## src/rtl/key_loader32_pkg.sv

```systemverilog
`default_nettype none
// ---------------------------------------------------------------------------
// key_loader_pkg : shared types for the serial key loader      rev 1.0
// ---------------------------------------------------------------------------
package key_loader_pkg;

  localparam int KEY_W_DEF = 32;

  typedef enum logic [2:0] {
    IDLE   = 3'd0,
    SHIFT  = 3'd1,
    PARITY = 3'd2,
    DONE   = 3'd3,
    ERROR  = 3'd4
  } kl_state_e;

endpackage
`default_nettype wire

```

## src/rtl/key_loader32.sv

```systemverilog
`default_nettype none
// ---------------------------------------------------------------------------
// key_loader32 : LSB-first serial key loader with even-parity commit  rev 1.0
// ---------------------------------------------------------------------------
module key_loader32
  import key_loader_pkg::*;
#(
  parameter int KEY_W = KEY_W_DEF,
  parameter int CNT_W = $clog2(KEY_W + 1)
) (
  input  logic             clk_i,
  input  logic             rst_ni,
  input  logic             load_start_i,
  input  logic             zeroize_i,
  input  logic             key_bit_i,
  input  logic             key_valid_i,
  output logic [KEY_W-1:0] keyinput_o,
  output logic             key_ready_o,
  output logic             busy_o,
  output logic             error_o
);

  kl_state_e        r_state;
  kl_state_e        w_next_state;
  logic [KEY_W-1:0] r_staging;
  logic [CNT_W-1:0] r_cnt;
  logic             r_par;
  logic [KEY_W-1:0] r_key;
  logic             r_ready;
  logic             r_busy;
  logic             r_error;
  logic             w_last_bit;
  logic             w_par_ok;

  assign w_last_bit = (r_cnt == CNT_W'(KEY_W - 1));
  assign w_par_ok   = ~(r_par ^ key_bit_i);

  always_comb begin
    w_next_state = r_state;
    if (zeroize_i) begin
      w_next_state = IDLE;
    end else if (load_start_i) begin
      w_next_state = SHIFT;
    end else begin
      case (r_state)
        SHIFT:   if (key_valid_i && w_last_bit) w_next_state = PARITY;
        PARITY:  if (key_valid_i) w_next_state = w_par_ok ? DONE : ERROR;
        default: w_next_state = r_state;
      endcase
    end
  end

  // Shifting right places the first (LSB) bit at index 0 after KEY_W shifts.
  always_ff @(posedge clk_i or negedge rst_ni) begin
    if (!rst_ni) begin
      r_state   <= IDLE;
      r_staging <= '0;
      r_cnt     <= '0;
      r_par     <= 1'b0;
      r_key     <= '0;
      r_ready   <= 1'b0;
      r_busy    <= 1'b0;
      r_error   <= 1'b0;
    end else begin
      r_state <= w_next_state;
      r_busy  <= (w_next_state == SHIFT) || (w_next_state == PARITY);
      if (zeroize_i || load_start_i) begin
        r_staging <= '0;
        r_cnt     <= '0;
        r_par     <= 1'b0;
        r_key     <= '0;
        r_ready   <= 1'b0;
        r_error   <= 1'b0;
      end else begin
        case (r_state)
          SHIFT: begin
            if (key_valid_i) begin
              r_staging <= {key_bit_i, r_staging[KEY_W-1:1]};
              r_par     <= r_par ^ key_bit_i;
              r_cnt     <= r_cnt + CNT_W'(1);
            end
          end
          PARITY: begin
            if (key_valid_i) begin
              if (w_par_ok) begin
                r_key   <= r_staging;
                r_ready <= 1'b1;
              end else begin
                r_error <= 1'b1;
              end
            end
          end
          default: begin
          end
        endcase
      end
    end
  end

  assign keyinput_o  = r_key;
  assign key_ready_o = r_ready;
  assign busy_o      = r_busy;
  assign error_o     = r_error;

endmodule
`default_nettype wire

```

## config.mk

```make
export PLATFORM = sky130hd
export DESIGN_NAME = key_loader32
export DESIGN_NICKNAME = d
export VERILOG_FILES = /design/src/rtl/key_loader32_pkg.sv /design/src/rtl/key_loader32.sv
export SDC_FILE = /design/constraint.sdc
export NUM_CORES = 1
export LEC_CHECK = 0
export CORE_MARGIN = 2
export CORE_UTILIZATION = 45
export CTS_CLUSTER_DIAMETER = 60
export DETAILED_ROUTE_END_ITERATION = 6
export PLACE_DENSITY = 0.67
export SETUP_SLACK_MARGIN = 0.2
export SYNTH_ARGS = -nofsm -noshare
export SYNTH_HDL_FRONTEND = slang
export SYNTH_SLANG_ARGS = --single-unit
```

## constraint.sdc

```tcl
create_clock -name clk_i -period 1.85 [get_ports clk_i]
set_input_delay 0.37 -clock clk_i [delete_from_list [all_inputs] [get_ports clk_i]]
set_output_delay 0.37 -clock clk_i [all_outputs]
set_load 0.005 [all_outputs]
```

# ---- Word-level counts from Yosys, hierarchy flattened
# Index checks and enable logic that the tools add are counted.
dict set report op_classes {
  n_addsub 1
  eq_ne 6
  muxes 27
  bitwise 1
  n_reduce_logical 10
}
# cell n
set ops {}
lappend ops {{32-bit two-way mux} 7}
lappend ops {{6-bit two-way mux} 3}
lappend ops {{3-bit two-way mux} 5}
lappend ops {{1-bit two-way mux} 11}
lappend ops {{2-bit nonzero test} 4}
lappend ops {{6-bit by 1-bit adder with 6-bit output, second input constant} 1}
lappend ops {{3-bit by 1-bit == test with 1-bit output, second input constant} 2}
lappend ops {{3-bit by 2-bit == test with 1-bit output, second input constant} 2}
lappend ops {{6-bit by 5-bit == test with 1-bit output, second input constant} 1}
lappend ops {{3-bit one-hot mux with 2 select lines} 1}
lappend ops {{3-bit AND reduction} 2}
lappend ops {{1-bit logical OR} 2}
lappend ops {{2-bit != test, second input constant} 1}
lappend ops {{2-bit AND reduction} 1}
lappend ops {{1-bit logical AND} 1}
lappend ops {{1-bit XOR} 1}
dict set report word_totals {
  ff_bits 77
  inputBits 6
  out_inout_bits 35
}

# ---- Logic depth before layout (Yosys ltp)
dict set report logic_depth {
  word_depth 8
  mapped_depth 6
}

# ---- Worst setup path after synthesis
# OpenSTA, ideal clock, no wires.
dict set report synth_timing {
  path_kind {register to register}
  start {reg r_cnt[0]}
  end {reg r_busy, in the netlist busy_o}
  setup_time_ps 65
  arrival_time_ps 1386
  setup_slack_ps 399
  path_stages_with_launch 6
  cell_sequence {dfrtp_1 ha_1 nand4bb_1 or4_4 o21ai_2 o22a_1}
}
dict set report synth_between {
  elab_chain_len 8
  elab_cells_between_ends 9
  classes_between {eq/ne: 3; mux: 4; reduce/logical: 2}
}
# item line_no
set synth_rtl {}
lappend synth_rtl {{from (decl)} key_loader32.sv:26} ;# logic [CNT_W-1:0] r_cnt;
lappend synth_rtl {{from (signal assigned)} key_loader32.sv:80} ;# r_cnt <= r_cnt + CNT_W'(1);
lappend synth_rtl {{6-bit by 5-bit == test with 1-bit output *} key_loader32.sv:35} ;# assign w_last_bit = (r_cnt == CNT_W'(KEY_W - 1));
lappend synth_rtl {{1-bit logical AND *} key_loader32.sv:46} ;# SHIFT: if (key_valid_i && w_last_bit) w_next_state = PARITY;
lappend synth_rtl {{3-bit two-way mux *} key_loader32.sv:46}
lappend synth_rtl {{3-bit one-hot mux with 2 select lines *} key_loader32.sv:45} ;# case (r_state)
lappend synth_rtl {{3-bit two-way mux *} key_loader32.sv:42} ;# end else if (load_start_i) begin
lappend synth_rtl {{3-bit two-way mux *} key_loader32.sv:40} ;# if (zeroize_i) begin
lappend synth_rtl {{net w_next_state[1]} key_loader32.sv:24} ;# kl_state_e w_next_state;
lappend synth_rtl {{3-bit by 1-bit == test with 1-bit output / 3-bit by 2-bit == test with 1-bit output (equally long branches)} key_loader32.sv:66} ;# r_busy <= (w_next_state == SHIFT) || (w_next_state == PARITY);
lappend synth_rtl {{1-bit logical OR *} key_loader32.sv:66}
lappend synth_rtl {{to (signal assigned)} key_loader32.sv:66}
lappend synth_rtl {{to (decl)} key_loader32.sv:30} ;# logic r_busy;
# The timed path passes the listed nets; every way through them passes the cells marked *.
# A chain may end at the register's enable or synchronous reset.

# ---- Final worst setup path
dict set report layout_timing {
  start {reg r_key[31], in the netlist keyinput_o[31]}
  end {out keyinput_o[31]}
}
# item line_no
set layout_rtl {}
lappend layout_rtl {{from (decl)} key_loader32.sv:28} ;# logic [KEY_W-1:0] r_key;
lappend layout_rtl {{from (signal assigned)} key_loader32.sv:86} ;# r_key <= r_staging;
lappend layout_rtl {{to (decl)} key_loader32.sv:17} ;# output logic [KEY_W-1:0] keyinput_o,
# No word-level cell between the ends.

==> results.cfg <==
[clock_network]
path_clk_slew_ns = 0.07
clockBufferDepth = 2
cts_tree = yes
cts.sinks = 77
htree_levels = 3
root_buffer = clkbuf_8
cts_inserted_buffers = 9
clkLatencyLatePin_ns = 0.34
cts_setup_buffers = 0

[timing]
fmax_ghz = 0.630
hold-worst-slack_ns = 0.488
finalCritPeriodShare = 0.858
setup_slack_ns = 0.263
fin_skew_ns = 0.00488
grt_setup_unrepaired = no
fin_tns_setup_ns = 0
drv_slew = 0
tightest_slew_ns = 0.750
max_slew_margin = 0.500
setup_viol = 0
fin_crit_ns = 1.59
hold_viol = 0

[routing]
wl_per_cell_um = 12.5
dr_wl_met2_um = 2940
routed_wl_um = 6020
drt_iter0_drc = 191
drc = 0
dr_total_vias = 2421
top_layer = met4
vias_per_cell = 5.01
first_pass_iters = 4
drtAntennaViolNets = 0
dr_wl_met3_um = 226
met1Wirelength_um = 2780

[place]
dp_slack_ns = -0.0409
place_hpwl_um = 3760
port_buffers = 40
place.gp.congestion = 0.763
placed_cells = 468

[synthesis]
synth_fa_ha_area_frac = 0.00397
synth.distinct_cells = 27
synth-xor-area-share = 0.0194
synth_enable_flop_cells = 0
syn_nets = 348
ys.flop_type = dfrtp_1
synth-simple-area-share = 0.214
yosysSeqAreaShare = 0.611
async_reset_ff_frac = 1.00
muxShareOfSynthArea = 0
ys_ff_latch = 77
syn_inst = 341
synth_area_per_cell_um2 = 9.25
synth_area_mm2 = 0.00316
synth_compound_area_frac = 0.117
ys_warn_count = 0
synth_top_family_by_area = simple AND/OR/NAND/NOR gates

[cells_and_area]
num-nets-final = 391
drive_gt1_frac = 0.0879
syn2layout_area_growth_pct = 23.8
nFillCells = 612
diodes = 0
regArea_mm2 = 0.00193
layout_commonest_cell = nand2_1
multiInputGateArea_mm2 = 0.00113
mostFrequentLayoutCells = 133 x nand2_1, 77 x dfrtp_1, 65 x a21oi_1, 39 x clkdlybuf4s50_1, 15 x nor2_1
layout.cells.non_filler = 483

[setup_path]
cp-end-kind = output pin
critPathSlowestCell = clkdlybuf4s50_1
crit_buf_inv = 1
cp_cell_sequence = clkdlybuf4s50_1
worstSetupPathType = reg2out
cp.arrival_ns = 1.22
slowest_delay_ns = 0.51
crit_family = buffers and inverters
crit_fanout = 2
start_kind = register
cp.required_ns = 1.48

[pwr]
peakVddDrop_mv = 0.495
p_per_area_mw_per_mm2 = 773
power_leakage_nw = 1.55

[die]
die-area_mm2 = 0.00770
core_mm2 = 0.00679
initial_core_util = 0.464
top_level_ports = 41
die_h_um = 87.7
rows = 30
dieWidth_um = 87.7

[grt]
grt_pass1_vias = 2379
grt_pass1_wl_um = 10500
grt_overflow = 0
antenna_found_initial = 0
grt_usage = 0.175
grt_max_degree = 75

[hold_path]
min_path_type = in2async

[flow_run]
cap_violations = 0

[run_status]
status = finished clean
layout make-up:
cell class,count,area share
clock buffers,12,0.0372
clock inverters,2,0.00897
multi-input cells,241,0.289
flip-flops and latches,77,0.493
well taps,96,0.0307
repair buffers,55,0.141
state kept, by name, summed over array words and instances (netlist names):
signal / cells
busy_o: 1
error_o: 1
key_ready_o: 1
keyinput_o: 32
r_cnt: 6
r_par: 1
r_staging: 32
r_state: 3
through the flow:
stage | utilization | total power, mW | instance area [µm²]
CTS | 0.573 | 3.06 | 3890
detailed placement | 0.545 | 1.85 | 3700
global route | 0.575 | 3.13 | 3910
floorplan | - | 1.77 | 3160
finish | 0.575 | 3.02 | 3910
global placement | 0.545 | 1.85 | 3700
routing by layer:
metal,global-route usage,vias up
met5,0,-
li1,-,1192
met4,0.0699,0
met3,0.0481,7
met1,0.226,1175
met2,0.282,47
cells in the mapped netlist (2+ instances only):
cell type / instances / area share
xor2_1: 4 / 0.011
o21ai_0: 2 / 0.0032
dfrtp_1: 77 / 0.61
clkbuf_1: 9 / 0.011
a21oi_1: 65 / 0.10
xnor2_1: 3 / 0.0083
buf_4: 4 / 0.0095
nand4bb_1: 2 / 0.0071
nand2_1: 133 / 0.16
nor2_1: 15 / 0.018
buf_2: 9 / 0.014
nand4_1: 2 / 0.0040
nor3_1: 2 / 0.0032
logic make-up after synthesis:
family,after synthesis
flops,77
simple gates,163
fa+ha+maj,1
buf+inv,23
xor+xnor,7
compound gates,70
path summary, 6_finish.rpt:
check / start / end / slack, ns / cells past startpoint
worst min-delay path: rst_ni / keyinput_o[8]$_DFFE_PN0P_ / 0.49 / 2
worst min register to register: error_o$_DFFE_PN0P_ / error_o$_DFFE_PN0P_ / 0.50 / 2
worst max-delay path: keyinput_o[31]$_DFFE_PN0P_ / keyinput_o[31] / 0.26 / 1
worst max register to register: r_cnt[0]$_DFFE_PN0P_ / busy_o$_DFF_PN0_ / 0.30 / 5
max in group asynchronous: rst_ni / r_staging[11]$_DFFE_PN0P_ / 0.78 / 3
min in group clk_i: error_o$_DFFE_PN0P_ / error_o$_DFFE_PN0P_ / 0.50 / 2
power breakdown:
| group | switching (mW) | total [mW] | internal (mW) | leakage, nW |
|---|---|---|---|---|
| combinational | 0.0883 | 0.127 | 0.0388 | 0.383 |
| sequential | 0.00364 | 1.69 | 1.69 | 1.07 |
| clock | 0.558 | 1.20 | 0.645 | 0.0923 |
timing repair:
item / in CTS / in global routing
hold buffers: 1 / 0
endpoints found under the setup margin: 0 / 1
hold endpoints to repair: 27 / 0
resized for setup: 0 / 2
Note: power is estimated with default switching activity, not from simulation.
